## src/rtl/uart_operand_sender_pkg.sv

```systemverilog
// uart_operand_sender_pkg
//   Shared definitions for the UART operand sender: FSM state encoding,
//   BRAM byte-enable constants and the BRAM address width.
package uart_operand_sender_pkg;

  localparam int ADDR_W = 32;

  localparam logic [3:0] BRAM_WE_ALL  = 4'b1111;
  localparam logic [3:0] BRAM_WE_NONE = 4'b0000;

  typedef enum logic [2:0] {
    ST_IDLE      = 3'd0,
    ST_RD_ADDR   = 3'd1,
    ST_RD_WAIT   = 3'd2,
    ST_SEND      = 3'd3,
    ST_WAIT_RESP = 3'd4,
    ST_WR_BACK   = 3'd5,
    ST_FIN       = 3'd6
  } state_t;

endpackage

```

## src/rtl/uart_operand_sender_if.sv

```systemverilog
// uart_operand_sender_if
//   Bus bundle between the operand sender and its environment:
//     BRAM port A : a_addr, a_en, a_we, a_din, a_rst (to BRAM), a_dout (from BRAM)
//     UART TX     : m_axis_tdata, m_axis_tvalid (to UART), m_axis_tready (from UART)
//     UART RX     : s_axis_tdata, s_axis_tvalid (from UART), s_axis_tready (to UART)
//   master = the sender, slave = the BRAM/UART side.
interface uart_operand_sender_if;
  import uart_operand_sender_pkg::*;

  logic [ADDR_W-1:0] a_addr;
  logic              a_en;
  logic [3:0]        a_we;
  logic [31:0]       a_din;
  logic              a_rst;
  logic [31:0]       a_dout;

  logic [7:0]        m_axis_tdata;
  logic              m_axis_tvalid;
  logic              m_axis_tready;

  logic [7:0]        s_axis_tdata;
  logic              s_axis_tvalid;
  logic              s_axis_tready;

  modport master (
    output a_addr, a_en, a_we, a_din, a_rst,
    input  a_dout,
    output m_axis_tdata, m_axis_tvalid,
    input  m_axis_tready,
    input  s_axis_tdata, s_axis_tvalid,
    output s_axis_tready
  );

  modport slave (
    input  a_addr, a_en, a_we, a_din, a_rst,
    output a_dout,
    input  m_axis_tdata, m_axis_tvalid,
    output m_axis_tready,
    output s_axis_tdata, s_axis_tvalid,
    input  s_axis_tready
  );

endinterface

```

## src/rtl/uart_operand_sender_resp_timer.sv

```systemverilog
// resp_timer
//   Response timeout counter, built only when RESP_TIMEOUT_EN is defined.
//   Ports:
//     clk, rst  : clock, synchronous active-high reset
//     load      : clear the count (issued when WAIT_RESP is entered)
//     enable    : count one cycle (high while in WAIT_RESP)
//     expired   : high once TIMEOUT_CYCLES enabled cycles have elapsed
//                 (i.e. during the last allowed cycle)
`ifdef RESP_TIMEOUT_EN
module resp_timer #(
  parameter int TIMEOUT_CYCLES = 1000000
) (
  input  logic clk,
  input  logic rst,
  input  logic load,
  input  logic enable,
  output logic expired
);

  logic [31:0] count_q;

  assign expired = (count_q == 32'(TIMEOUT_CYCLES - 1));

  always_ff @(posedge clk) begin
    if (rst || load) begin
      count_q <= '0;
    end else if (enable && !expired) begin
      count_q <= count_q + 32'd1;
    end
  end

endmodule
`endif

```

## src/rtl/uart_operand_sender.sv

```systemverilog
// uart_operand_sender
//   Host-side initiator for the UART byte-add service. On start it reads
//   NUM_OPS operand words from BRAM, sends their low bytes over UART TX,
//   waits for the one-byte sum on UART RX, writes it to BRAM at
//   base_addr+NUM_OPS and pulses done.
//   Ports:
//     clk, rst   : clock, synchronous active-high reset
//     start      : transaction request (only honoured in IDLE)
//     base_addr  : first operand address, latched on accepted start
//     busy       : transaction in progress
//     done, err  : one-cycle completion pulse / timeout flag with done
//     result     : last received result byte
//     bus        : BRAM port A and UART TX/RX streams (master modport)
//   Optional feature macro: RESP_TIMEOUT_EN (response timeout via resp_timer);
//   without it WAIT_RESP waits forever and err is tied low.
module uart_operand_sender
  import uart_operand_sender_pkg::*;
#(
  parameter int NUM_OPS        = 2,
  parameter int TIMEOUT_CYCLES = 1000000
) (
  input  logic                 clk,
  input  logic                 rst,
  input  logic                 start,
  input  logic [ADDR_W-1:0]    base_addr,
  output logic                 busy,
  output logic                 done,
  output logic                 err,
  output logic [7:0]           result,
  uart_operand_sender_if.master bus
);

  localparam logic [7:0]        LAST_IDX = 8'(NUM_OPS - 1);
  localparam logic [ADDR_W-1:0] WB_OFS   = ADDR_W'(NUM_OPS);

  if (NUM_OPS < 1 || NUM_OPS > 255 || TIMEOUT_CYCLES < 1) begin : g_param_check
    $error("uart_operand_sender: NUM_OPS must be 1..255 and TIMEOUT_CYCLES >= 1");
  end

  state_t            state_q, state_d;
  logic [ADDR_W-1:0] base_q, base_d;
  logic [7:0]        idx_q, idx_d;
  logic              busy_q, busy_d;
  logic              done_q, done_d;
  logic [7:0]        result_q, result_d;
  logic [ADDR_W-1:0] a_addr_q, a_addr_d;
  logic              a_en_q, a_en_d;
  logic [3:0]        a_we_q, a_we_d;
  logic [31:0]       a_din_q, a_din_d;
  logic [7:0]        tdata_q, tdata_d;
  logic              tvalid_q, tvalid_d;

  // Only the operand's low byte is transmitted.
  logic unused_dout;
  assign unused_dout = ^bus.a_dout[31:8];

`ifdef RESP_TIMEOUT_EN
  logic err_q, err_d;
  logic timer_load;
  logic expired;

  resp_timer #(
    .TIMEOUT_CYCLES(TIMEOUT_CYCLES)
  ) u_resp_timer (
    .clk    (clk),
    .rst    (rst),
    .load   (timer_load),
    .enable (state_q == ST_WAIT_RESP),
    .expired(expired)
  );

  assign err = err_q;
`else
  assign err = 1'b0;
`endif

  assign busy   = busy_q;
  assign done   = done_q;
  assign result = result_q;

  assign bus.a_addr        = a_addr_q;
  assign bus.a_en          = a_en_q;
  assign bus.a_we          = a_we_q;
  assign bus.a_din         = a_din_q;
  assign bus.a_rst         = 1'b0;
  assign bus.m_axis_tdata  = tdata_q;
  assign bus.m_axis_tvalid = tvalid_q;
  assign bus.s_axis_tready = 1'b1;

  // BRAM and stream outputs are registered: each value is computed on the
  // transition into the state in which it must be visible.
  always_comb begin
    state_d  = state_q;
    base_d   = base_q;
    idx_d    = idx_q;
    busy_d   = busy_q;
    done_d   = 1'b0;
    result_d = result_q;
    a_addr_d = a_addr_q;
    a_en_d   = 1'b0;
    a_we_d   = BRAM_WE_NONE;
    a_din_d  = a_din_q;
    tdata_d  = tdata_q;
    tvalid_d = tvalid_q;
`ifdef RESP_TIMEOUT_EN
    err_d      = 1'b0;
    timer_load = 1'b0;
`endif

    case (state_q)
      ST_IDLE: begin
        if (start) begin
          base_d   = base_addr;
          idx_d    = '0;
          busy_d   = 1'b1;
          a_addr_d = base_addr;
          a_en_d   = 1'b1;
          state_d  = ST_RD_ADDR;
        end
      end

      ST_RD_ADDR: begin
        state_d = ST_RD_WAIT;
      end

      ST_RD_WAIT: begin
        tdata_d  = bus.a_dout[7:0];
        tvalid_d = 1'b1;
        state_d  = ST_SEND;
      end

      ST_SEND: begin
        // RX bytes are ignored here, even one coinciding with the last handshake.
        if (bus.m_axis_tready) begin
          tvalid_d = 1'b0;
          if (idx_q == LAST_IDX) begin
            state_d = ST_WAIT_RESP;
`ifdef RESP_TIMEOUT_EN
            timer_load = 1'b1;
`endif
          end else begin
            idx_d    = idx_q + 8'd1;
            a_addr_d = base_q + ADDR_W'(idx_q + 8'd1);
            a_en_d   = 1'b1;
            state_d  = ST_RD_ADDR;
          end
        end
      end

      ST_WAIT_RESP: begin
        if (bus.s_axis_tvalid) begin
          result_d = bus.s_axis_tdata;
          a_addr_d = base_q + WB_OFS;
          a_en_d   = 1'b1;
          a_we_d   = BRAM_WE_ALL;
          a_din_d  = {24'h0, bus.s_axis_tdata};
          state_d  = ST_WR_BACK;
        end
`ifdef RESP_TIMEOUT_EN
        else if (expired) begin
          // Give up: no write-back, result keeps its previous value.
          done_d  = 1'b1;
          err_d   = 1'b1;
          busy_d  = 1'b0;
          state_d = ST_FIN;
        end
`endif
      end

      ST_WR_BACK: begin
        done_d  = 1'b1;
        busy_d  = 1'b0;
        state_d = ST_FIN;
      end

      ST_FIN: begin
        state_d = ST_IDLE;
      end

      default: begin
        state_d = ST_IDLE;
      end
    endcase
  end

  always_ff @(posedge clk) begin
    if (rst) begin
      state_q  <= ST_IDLE;
      base_q   <= '0;
      idx_q    <= '0;
      busy_q   <= 1'b0;
      done_q   <= 1'b0;
      result_q <= '0;
      a_addr_q <= '0;
      a_en_q   <= 1'b0;
      a_we_q   <= BRAM_WE_NONE;
      a_din_q  <= '0;
      tdata_q  <= '0;
      tvalid_q <= 1'b0;
`ifdef RESP_TIMEOUT_EN
      err_q    <= 1'b0;
`endif
    end else begin
      state_q  <= state_d;
      base_q   <= base_d;
      idx_q    <= idx_d;
      busy_q   <= busy_d;
      done_q   <= done_d;
      result_q <= result_d;
      a_addr_q <= a_addr_d;
      a_en_q   <= a_en_d;
      a_we_q   <= a_we_d;
      a_din_q  <= a_din_d;
      tdata_q  <= tdata_d;
      tvalid_q <= tvalid_d;
`ifdef RESP_TIMEOUT_EN
      err_q    <= err_d;
`endif
    end
  end

endmodule

```

## src/flat_wrapper.sv

```systemverilog
// flat-port wrapper written by rule: the top's interface ports become plain ports
module uart_operand_sender_flat import uart_operand_sender_pkg::*;
#(
  parameter int NUM_OPS        = 2,
  parameter int TIMEOUT_CYCLES = 1000000
)
  (clk, rst, start, base_addr, busy, done, err, result, bus_a_addr, bus_a_en, bus_a_we, bus_a_din, bus_a_rst, bus_a_dout, bus_m_axis_tdata, bus_m_axis_tvalid, bus_m_axis_tready, bus_s_axis_tdata, bus_s_axis_tvalid, bus_s_axis_tready);
  uart_operand_sender_if bus_i ();
  input  logic clk;
  input  logic rst;
  input  logic start;
  input  logic [ADDR_W-1:0] base_addr;
  output logic busy;
  output logic done;
  output logic err;
  output logic [7:0] result;
  output wire logic [$bits(bus_i.a_addr)-1:0] bus_a_addr;
  output wire logic [$bits(bus_i.a_en)-1:0] bus_a_en;
  output wire logic [$bits(bus_i.a_we)-1:0] bus_a_we;
  output wire logic [$bits(bus_i.a_din)-1:0] bus_a_din;
  output wire logic [$bits(bus_i.a_rst)-1:0] bus_a_rst;
  input wire logic [$bits(bus_i.a_dout)-1:0] bus_a_dout;
  output wire logic [$bits(bus_i.m_axis_tdata)-1:0] bus_m_axis_tdata;
  output wire logic [$bits(bus_i.m_axis_tvalid)-1:0] bus_m_axis_tvalid;
  input wire logic [$bits(bus_i.m_axis_tready)-1:0] bus_m_axis_tready;
  input wire logic [$bits(bus_i.s_axis_tdata)-1:0] bus_s_axis_tdata;
  input wire logic [$bits(bus_i.s_axis_tvalid)-1:0] bus_s_axis_tvalid;
  output wire logic [$bits(bus_i.s_axis_tready)-1:0] bus_s_axis_tready;
  assign bus_a_addr = bus_i.a_addr;
  assign bus_a_en = bus_i.a_en;
  assign bus_a_we = bus_i.a_we;
  assign bus_a_din = bus_i.a_din;
  assign bus_a_rst = bus_i.a_rst;
  assign bus_i.a_dout = bus_a_dout;
  assign bus_m_axis_tdata = bus_i.m_axis_tdata;
  assign bus_m_axis_tvalid = bus_i.m_axis_tvalid;
  assign bus_i.m_axis_tready = bus_m_axis_tready;
  assign bus_i.s_axis_tdata = bus_s_axis_tdata;
  assign bus_i.s_axis_tvalid = bus_s_axis_tvalid;
  assign bus_s_axis_tready = bus_i.s_axis_tready;
  uart_operand_sender #(.NUM_OPS(NUM_OPS), .TIMEOUT_CYCLES(TIMEOUT_CYCLES)) u_core (.clk(clk), .rst(rst), .start(start), .base_addr(base_addr), .busy(busy), .done(done), .err(err), .result(result), .bus(bus_i));
endmodule
```

## config.mk

```make
export PLATFORM = sky130hd
export DESIGN_NAME = uart_operand_sender_flat
export DESIGN_NICKNAME = d
export VERILOG_FILES = /design/src/rtl/uart_operand_sender_pkg.sv /design/src/rtl/uart_operand_sender_if.sv /design/src/rtl/uart_operand_sender_resp_timer.sv /design/src/rtl/uart_operand_sender.sv /design/src/flat_wrapper.sv
export SDC_FILE = /design/constraint.sdc
export NUM_CORES = 1
export LEC_CHECK = 0
export CORE_MARGIN = 2
export CORE_UTILIZATION = 50
export CTS_BUF_LIST = sky130_fd_sc_hd__clkbuf_8
export DETAILED_ROUTE_END_ITERATION = 8
export PLACE_DENSITY_LB_ADDON = 0.25
export SKIP_CTS_REPAIR_TIMING = 1
export SLEW_MARGIN = 20
export SYNTH_ARGS = -nofsm -noshare
export SYNTH_HDL_FRONTEND = slang
export SYNTH_SLANG_ARGS = --single-unit
```

## constraint.sdc

```tcl
create_clock -name clk -period 3.2 [get_ports clk]
set_input_delay 0.64 -clock clk [delete_from_list [all_inputs] [get_ports clk]]
set_output_delay 0.64 -clock clk [all_outputs]
set_load 0.005 [all_outputs]
```

After elaboration in Yosys (flattened, before gate mapping):

Cells that the tools add are included.

* register bits: 99
* word-level logic and storage cells: 64
* output and inout port bits: 91

* add/subtract/negate cells: 4
* mux-type cells: 25
* bitwise gates (word level): 1
* reduce and logical (&&, ||, !) cells: 13
* eq/ne operators: 10

Operators with widths (number)
* $mux 32: 4
* $pmux 32 s3: 1
* $add 32x2->32 const B: 1
* $add 32x32->32: 1
* $mux 8: 3
* $pmux 3 s6: 1
* $pmux 8 s2: 1
* $mux 3: 4
* $add 8x1->9 const B: 1
* $add 8x1->8 const B: 1
* $eq 8x1->1 const B: 1
* $ne 2x2->1 const B: 4
* $reduce_and 2->1: 4
* $mux 1: 7
* $eq 3x2->1 const B: 2
* $eq 3x3->1 const B: 2
* $reduce_bool 2->1: 3
* $reduce_and 5->1: 1
* $mux 4: 1
* $pmux 1 s2: 2
* $reduce_and 4->1: 1
* $eq 3x1->1 const B: 1
* $logic_not 3->1: 1
* $pmux 1 s3: 1
* 4 further kinds: 4

Longest topological paths before layout:

Gate-level depths: netlist (run 1).

* word-level depth: 5
* mapped depth: 12
* gate-level depth less buffers: 11

Least setup slack after synthesis (run 1):

OpenSTA, ideal clock, no wires.

* kind: flip-flop to flip-flop
* start point: register u_core.idx_q[2]
* end point: register u_core.a_addr_q[12], in the netlist u_core.bus.a_addr[12]
* required time: 3099 ps
* setup slack: 446 ps
* buffers on the path: 1
* cell stages (with the launch flop): 12
* arrival: 2653 ps
* cells stage by stage: dfxtp_1 > and3_1 > and3_1 > and3_1 > xor2_1 > ha_1 > a21o_1 > a21oi_1 > clkbuf_1 > a21boi_0 > xnor2_1 > o41ai_1

* longest elaborated chain between the ends: 5

RTL lines
* start, declared: RTL line uart_operand_sender.sv:42 `logic [7:0] idx_q, idx_d;`
* start signal, assigned: RTL line uart_operand_sender.sv:206 `idx_q <= idx_d;`
* $add 8x1->9: RTL line uart_operand_sender.sv:143 `a_addr_d = base_q + ADDR_W'(idx_q + 8'd1);`
* $add 32x32->32: RTL line uart_operand_sender.sv:143
* $mux 32: RTL line uart_operand_sender.sv:136 `if (idx_q == LAST_IDX) begin`
* $mux 32: RTL line uart_operand_sender.sv:134 `if (bus.m_axis_tready) begin`
* $pmux 32 s3: RTL line uart_operand_sender.sv:110 `case (state_q)`
* end signal, assigned: RTL line uart_operand_sender.sv:210 `a_addr_q <= a_addr_d;`
* end, declared: RTL line uart_operand_sender.sv:46 `logic [ADDR_W-1:0] a_addr_q, a_addr_d;`

Parallel ways exist; a longest one is shown, timed or not. The select of a mux whose other input is x is not followed.
A chain may end at the register's enable or synchronous reset.

Final worst setup path (run 1):

* start point: register u_core.idx_q[0]
* end point: register u_core.a_addr_q[17], in the netlist u_core.bus.a_addr[17]

Same word-level chain as after synthesis.

==> run metrics, run 1 <==
Sw Ratio=31.0%; Die H=114 um; leakage power=2.75 nW; Die Wd=114 um; # DRC=0; area of the multi-input gates=3620 um2; Syn Inst Count=764; wire per inst=17.2 um; total CTS buffers=9; Post-DP HPWL=11900 um; first-pass GRT wire length=27300 um; Net Switching=0.994 mW; H-Tree Depth=3; area leader, netlist=dfxtp_1; all-layer global routing usage=26.1%; max_cap viols=0; gpl congestion=0.889; fin cells=993; CP Launch Type=flip-flop; fraction of power consumed by the clock network=28.0%; fin util=62.0%; Hold WS=481 ps; top cells by area, synth=dfxtp_1 (32%), nand2_1 (7.0%), a21oi_1 (5.7%); CTS tree=yes; Worst EP arrival=3340 ps; ys flop type=dfxtp_1; die outline area=12900 um2; Pre-antenna DRT Iters=7; core box area=11900 um2; WL final=17000 um; later-pin clock latency in the skew report=390 ps; Cell Int Power=2.22 mW; crit path kind=flip-flop to flip-flop; Final Max Slew Viols=0; Register Area=1920 um2; Final Hold Violating Endpoints=0; Vias/cell=5.98; status=completed; fillers=1093; FP Rows=40; Root Buffer=clkbuf_8; num ports=168; maximum VDD drop=311 uV; Mapped Area=6000 um2; number of antenna violations at the first check in global routing=0; area share of the largest cell type after synthesis=32.0%; skew final=9.58 ps; CTS clk-pin slew, worst paths=90 ps; Clock Sink Count=96; #FFs+latches synth=96; GRT overflow=0; Async SR Flop Fraction=0%; Design Power=3.21 mW; Port Buffers=116; crit-path max FO=5; vias=5940; Final period util=95.0%; Worst slew margin=47.8%; Longest Clk Path Bufs=2; Synth top cells by count=nand2_1 (112), dfxtp_1 (96), a21oi_1 (68), nor2_1 (67), buf_4 (39); Worst Hold Class=flip-flop to flip-flop; Flop pwr share=45.1%; vias in the first global route=5660; worst slew pin tran=782 ps; # setup viols final=0; CP required=3500 ps; Synth Warn #=0; DRT iter0 DRCs=428; Pwr Density=437 nW/um2; Final nets=933; combinational cell fraction of total power=26.9%; most frequent cell after synthesis=nand2_1; CP endpoint kind=flip-flop; Syn Area/Cell=7.85 um2; placed cell count=976; setup TNS=0 ps; n_diodes=0; share of cells above drive strength 1=7.80%; post-synthesis sequential area ratio=32.0%; initial core utilization=50.6%; pin count of the biggest net entering global routing=59; Post-synth EDFFs=0; minimum clock period=3040 ps; post-synthesis cell type count=76; Layout area overhead=22.5%; antenna-violating nets left=0; Fmax achieved=329 MHz
## sequential cells by signal (all words and copies together), names as in the netlist
register / flops
u_core.base_q: 32
u_core.bus.a_addr: 32
u_core.bus.a_en: 1
u_core.bus.a_we: 1
u_core.bus.m_axis_tdata: 8
u_core.bus.m_axis_tvalid: 1
u_core.busy: 1
u_core.done: 1
u_core.idx_q: 8
u_core.result: 8
u_core.state_q: 3
## layer usage
metal | track usage, % | vias up | routed length [um]
met5 | 0 | - | 0
met1 | 32.5 | 2829 | 7130
li1 | - | 2815 | -
met4 | 12.1 | 0 | 448
met3 | 5.26 | 48 | 1130
met2 | 43.8 | 248 | 8320
## layout by cell type (no fill, tap or decap), drive strengths merged, types with 12 or more instances in the layout
cell	netlist	final
ha	14	14
dfxtp	96	96
nor2	67	67
xnor2	24	24
and3	12	12
xor2	23	23
nand2	113	113
a211oi	21	21
a221oi	15	15
clkdlybuf4s50	0	115
nand4	14	14
o21ai	19	19
conb	2	27
nand3	14	14
nor3	20	20
buf	69	24
a21oi	69	69
## worst max-delay path: stages, from the launching register on
cell and delay (ps):
dfxtp_2 350, ha_1 240, and3_1 210, and3_1 230, xor2_1 150, ha_1 360
o21ai_0 150, a211oi_1 280, a22oi_2 130, buf_4 170, or4_1 400, a311oi_1 280
## kinds of logic after synthesis
| logic type | after synthesis | synth area share [%] |
|---|---|---|
| flip-flops | 96 | 32.0 |
| multiplexers | 12 | 2.02 |
| AO/OA/AOI/OAI | 190 | 21.9 |
| other | 2 | 0.125 |
| XOR/XNOR | 47 | 6.86 |
| buffers and inverters | 108 | 9.93 |
| adder cells (fa/ha/maj) | 15 | 3.25 |
| AND/OR/NAND/NOR | 294 | 23.9 |
## per-stage QoR
stage	setup WS, ps	instance area [um2]
floorplan	446	6090
global placement	207	7100
detailed placement	146	7100
CTS	98.4	7320
global route	-6.54	7350
finish	158	7350
## layout make-up
cell class,instances,area share (%)
Inverter,10,0.511
Sequential cell,96,26.2
Multi-Input combinational cell,585,49.2
Tap cell,147,2.50
Clock inverter,6,1.14
Clock buffer,10,1.87
Timing Repair Buffer,139,18.6
## worst paths after layout
kind,slack [ps],start,to,cells after the start
setup / recovery,160,u_core.idx_q[0],u_core.bus.a_addr[17],11
hold / removal,480,u_core.result[0],u_core.result[0],2
setup reg to reg,160,u_core.idx_q[0],u_core.bus.a_addr[17],11
hold reg to reg,480,u_core.result[0],u_core.result[0],2
## power by group through the flow
stage / Sequential [mW] / Combinational (mW) / Clock, mW
after floorplan: 1.43 / 0.510 / 0
after global placement: 1.47 / 0.831 / 0
after detailed placement: 1.47 / 0.855 / 0
after CTS: 1.45 / 0.858 / 0.920
after global routing: 1.47 / 0.944 / 0.971
final: 1.45 / 0.863 / 0.900
(Power assumes the default switching activity.)
==> run 2, diff against run 1 <==
- ABC_AREA: not set -> 1
- GPL_ROUTABILITY_DRIVEN: not set -> 0
==> run 2 against run 1 <==
Cell area up 4.1%. Wire length up 7.9%. Synthesized area up 6.0%. Flip-flop and latch count unchanged. Sequential power about the same. Register-to-register slack better by 190 ps. Power down 1.5%. First-iteration DRC count up 41%. Critical endpoint is now u_core.bus.a_addr[21]. Largest power group unchanged.
==> run metrics, run 2 <==
Final Max Slew Viols=0; largest family of logic cells by synthesized area=simple AND/OR/NAND/NOR gates; num ports=168; critical path endpoint=u_core.bus.a_addr[21]; CP endpoint kind=flip-flop; core box area=12500 um2; GRT overflow=0; # setup viols final=0; post-synthesis sequential area ratio=30.2%; later-pin clock latency in the skew report=390 ps; Post-Synth Adder-Cell Area=3.07%; Root Buffer=clkbuf_8; crit-path max FO=6; Async SR Flop Fraction=0%; total CTS buffers=9; maximum VDD drop=302 uV; setup TNS=0 ps; Layout area overhead=20.3%; post-synthesis mux area share=0%; max_cap viols=0; skew final=18.3 ps; RSZ-0062 raised after global routing=no; reg2reg end=u_core.bus.a_addr[21]; vias=6728; reg2reg start=u_core.idx_q[0]; Port Buffers=116; worst path bufs/invs=1; Worst EP arrival=3120 ps; CP required=3480 ps; max incr delay on CP=420 ps; Stages on worst setup path=13; fraction of power consumed by the clock network=27.1%; Pwr Density=413 nW/um2; vias in the first global route=6022; CP Launch Type=flip-flop; CP dominant cell by count=nand2_1; DRT iter0 DRCs=605; met2 routed WL=8080 um; Longest Clk Path Bufs=2; synthesized-area fraction occupied by and/or/nand/nor cells=33.5%; Die Wd=117 um; crit path kind=flip-flop to flip-flop; design area=7650 um2; compound-cell area share of the yosys netlist=18.5%; all-layer global routing usage=27.6%; Die H=117 um; Clock Sink Count=96; post-synthesis cell type count=40; top cells by area, synth=dfxtp_1 (30%), nand2_1 (14%), nand3_1 (8.7%); metal1 wirelength=8470 um; Top Layer Used=met4; Synth Warn #=0; Worst Hold Class=flip-flop to flip-flop; Crit-path slowest cell=dfxtp_1; most frequent cell after synthesis=nand2_1; Vias/cell=5.29; combinational cell fraction of total power=26.1%; CTS tree=yes; CP cell instances=inv_1, nor3_1, nand4_1, o21ai_0, nand2_1, ha_1, nand2_1, o21ai_0, nand2_1, nand2_1, nand3_1, nand3_1, a21oi_1; ys flop type=dfxtp_1; met3 WL=1470 um; fin cells=1272; worst slew pin tran=803 ps; Post-synth EDFFs=0; FP Rows=41; Mapped Area=6360 um2; Reg2Reg Depth=13; most frequent cells in the layout=nand2_1 (244), clkdlybuf4s50_1 (116), nand3_1 (110), a21oi_1 (104), inv_1 (103); H-Tree Depth=3; Post-DP HPWL=13400 um; minimum clock period=2850 ps; share of cells above drive strength 1=5.82%; Final nets=1187; Worst slew margin=46.1%; Hold WS=474 ps; #FFs+latches synth=96; Final period util=89.0%; status=completed; die outline area=13600 um2; Final Hold Violating Endpoints=0; placed cell count=1256; first-pass GRT wire length=29600 um; # DRC=0; antenna-violating nets left=0; Placement Cell Area=7450 um2; Net Switching=1.08 mW; area leader, netlist=dfxtp_1; n_diodes=0; Pre-antenna DRT Iters=6; Cell Int Power=2.08 mW; commonest non-fill, non-tap cell in the layout=nand2_1; Worst Setup SP=u_core.idx_q[0]; initial core utilization=50.8%; fin util=61.1%; CP top delay family=simple AND/OR/NAND/NOR gates; Fmax achieved=351 MHz; Worst Hold Depth=2; Synth top cells by count=nand2_1 (244), nand3_1 (111), a21oi_1 (104), inv_1 (103), dfxtp_1 (96); pin count of the biggest net entering global routing=67; leakage power=3.27 nW; Syn Area/Cell=6.34 um2; CTS clk-pin slew, worst paths=110 ps; post-synthesis xor/xnor area fraction=0.688%; FF-to-FF setup slack=350 ps; Syn Inst Count=1003; wire per inst=14.4 um; Flop pwr share=46.8%; WL final=18400 um; Sw Ratio=34.1%; number of antenna violations at the first check in global routing=0; area share of the largest cell type after synthesis=30.2%
-- run 2: changes by cell type after synthesis, moves of 19 or more --
cell,delta
a211oi_1,-20
nand3_1,+97
nor2_1,+23
nand2_1,+132
o21ai_1,+19
o21ai_0,+54
a21oi_1,+36
xnor2_1,-24
inv_1,+93
-- run 2: cell type report --
type | count | area (um2)
multi-input cells | 752 | 3650
well taps | 172 | 215
inverters | 109 | 414
clock buffers | 9 | 124
fillers | 1245 | 4870
clock inverters | 7 | 76.3
flip-flops and latches | 96 | 1920
repair buffers | 127 | 1240
-- run 2: tightest hold or removal path, stage by stage, from the launching register on --
cell     delay, ps
dfxtp_1        320
nand2_1         60
a21oi_1         50
-- run 2: how the worst min path moves through the flow --
stage	slack, ps	end	start
floorplan	450	u_core.base_q[0]	u_core.base_q[0]
global placement	450	u_core.busy	u_core.busy
detailed placement	460	u_core.busy	u_core.busy
CTS	470	u_core.busy	u_core.busy
global route	500	u_core.result[4]	u_core.result[4]
finish	470	u_core.busy	u_core.busy
-- run 2: power by group through the flow --
stage / clock, mW / sequential [mW] / combinational [mW]
after floorplan: 0 / 1.48 / 0.507
after global placement: 0 / 1.50 / 0.812
after detailed placement: 0 / 1.50 / 0.820
after CTS: 0.861 / 1.48 / 0.825
after global routing: 0.908 / 1.50 / 0.930
final: 0.856 / 1.48 / 0.827
-- run 2: cell families (layout without fill, tap and decap cells) --
| group | after synthesis | in the layout |
|---|---|---|
| other cells | 2 | 27 |
| fa+ha+maj | 15 | 15 |
| buf+inv | 180 | 252 |
| flops | 96 | 96 |
| simple gates | 485 | 485 |
| compound gates | 220 | 220 |
| xor+xnor | 5 | 5 |
-- run 2: per-stage QoR --
| step | worst slack (ps) | power, mW |
|---|---|---|
| floorplan | 790 | 1.98 |
| global placement | 425 | 2.31 |
| detailed placement | 349 | 2.32 |
| CTS | 316 | 3.16 |
| global route | 55.4 | 3.34 |
| finish | 353 | 3.16 |
-- run 2: metal layers --
layer / up-vias / track usage (%)
li1: 3394 / -
met1: 3015 / 37.2
met2: 291 / 45.2
met3: 28 / 4.89
met4: 0 / 8.31
met5: - / 0
==> run 3, diff against run 2 <==
- PLACE_DENSITY: not set -> 0.78
- PLACE_DENSITY_LB_ADDON: 0.25 -> not set
==> run 3 against run 2 <==
Register-to-register slack better by 90 ps. Combinational power is 0.8% higher. Sequential power hardly changed. Critical path depth is 4 higher. First-iteration DRC count is 12% lower. Die area stayed put. Wire length is 1.0% higher. Worst hold slack better by 5.3 ps. Flip-flop and latch count stayed put. Largest cell class unchanged. Power is 2.9% lower.
==> run metrics, run 3 (same netlist as run 2, synthesis figures left out) <==
Hold WS=480 ps; RSZ-0062 raised after global routing=no; Final Max Slew Viols=0; number of antenna violations at the first check in global routing=0; CTS clk-pin slew, worst paths=100 ps; fin cells=1273; Longest Clk Path Bufs=2; Layout area overhead=20.2%; DRT iter0 DRCs=534; Final nets=1188; Final Hold Violating Endpoints=0; vias in the first global route=6200; Port Buffers=116; status=completed; H-Tree Depth=3; Min-Delay Startpoint=u_core.busy; pin count of the biggest net entering global routing=55; Worst EP arrival=3090 ps; most frequent cells in the layout=nand2_1 (244), clkdlybuf4s50_1 (116), nand3_1 (110), inv_1 (105), a21oi_1 (104); max_cap viols=0; FF-to-FF setup slack=440 ps; Pre-antenna DRT Iters=6; CP required=3530 ps; CTS tree=yes; Vias/cell=5.27; initial core utilization=50.8%; vias=6712; all-layer global routing usage=28.2%; worst hold endpoint=u_core.busy; crit path kind=flip-flop to flip-flop; # DRC=0; crit-path max FO=6; die outline area=13600 um2; fillers=1225; minimum clock period=2760 ps; Worst slew margin=49.0%; placed cell count=1257; Worst Setup SP=u_core.idx_q[0]; Worst Hold Depth=2; Pwr Density=402 nW/um2; CP endpoint kind=flip-flop; GRT overflow=0; first-pass GRT wire length=30000 um; Die Wd=117 um; skew final=7.30 ps; # setup viols final=0; maximum VDD drop=259 uV; Root Buffer=clkbuf_8; setup TNS=0 ps; Die H=117 um; share of cells above drive strength 1=5.72%; Post-DP HPWL=13500 um; wire per inst=14.6 um; reg2reg end=u_core.bus.a_addr[18]; FP Rows=41; antenna-violating nets left=0; reg2reg start=u_core.idx_q[0]; num ports=168; WL final=18600 um; total CTS buffers=9; Clock Sink Count=96; Reg2Reg Depth=17; Final period util=86.3%; leakage power=3.27 nW; Worst Hold Class=flip-flop to flip-flop; later-pin clock latency in the skew report=400 ps; CP Launch Type=flip-flop; worst slew pin tran=764 ps; commonest non-fill, non-tap cell in the layout=nand2_1; core box area=12500 um2; n_diodes=0; Fmax achieved=362 MHz
==> run 3: changes by cell type in the layout (fill, tap and decap cells not counted), sizes merged <==
cell    change
buf         +1
bufinv      -1
clkbuf      +1
==> run 3: stage by stage <==
stage / util, % / setup WS (ps) / total power [mW] / cell area, um2
floorplan: - / 790 / 1.98 / 6450
global route: 61.1 / 158 / 3.27 / 7640
detailed placement: 59.7 / 504 / 2.33 / 7470
finish: 61.1 / 438 / 3.07 / 7640
global placement: 59.7 / 549 / 2.32 / 7470
CTS: 61.1 / 478 / 3.08 / 7640
==> run 3: report_power, final <==
| part | internal [mW] | switching [mW] | leakage (nW) |
|---|---|---|---|
| Sequential | 1.34 | 0.140 | 0.790 |
| Clock | 0.300 | 0.456 | 0.0913 |
| Combinational | 0.382 | 0.451 | 2.39 |
| Total | 2.02 | 1.05 | 3.27 |
==> run 3: how the worst max path moves through the flow <==
| stage | to | slack (ps) | cells past startpoint |
|---|---|---|---|
| 2_1_floorplan | u_core.bus.a_addr[18] | 790 | 16 |
| 3_3_place_gp | u_core.bus.a_addr[18] | 550 | 17 |
| 3_5_place_dp | u_core.bus.a_addr[27] | 500 | 16 |
| 4_1_cts | u_core.bus.a_addr[18] | 480 | 17 |
| 5_1_grt | u_core.bus.a_addr[18] | 160 | 17 |
| 6_report | u_core.bus.a_addr[18] | 440 | 17 |
==> run 3: final cells by class <==
cell class	instances	area, um2	area share, %
Timing Repair Buffer	128	1260	16.5
Inverter	109	414	5.42
Sequential cell	96	1920	25.1
Clock inverter	6	36.3	0.475
Clock buffer	10	138	1.80
Multi-Input combinational cell	752	3650	47.8
Tap cell	172	215	2.82
==> run 3: critical path, cell delays in order, from the launching register on <==
cell and delay, ps:
dfxtp_1 410, inv_1 80, nor3_1 270, nand4_1 180
o21ai_0 180, nand2_1 120, ha_1 350, nand2_1 60
nand2_1 60, inv_1 50, o21ai_0 170, buf_4 160
nand2_1 60, nand2_1 180, nand2_1 80, nand2_1 60
nand3_1 70, a21oi_1 150
==> run 3: routing by layer <==
metal | part of all wire [%] | track usage (%) | up-vias
met5 | 0 | 0 | -
met4 | 3.2 | 12.7 | 0
met3 | 9.3 | 7.72 | 41
met2 | 43 | 43.4 | 295
met1 | 45 | 37.0 | 2977
li1 | - | - | 3399
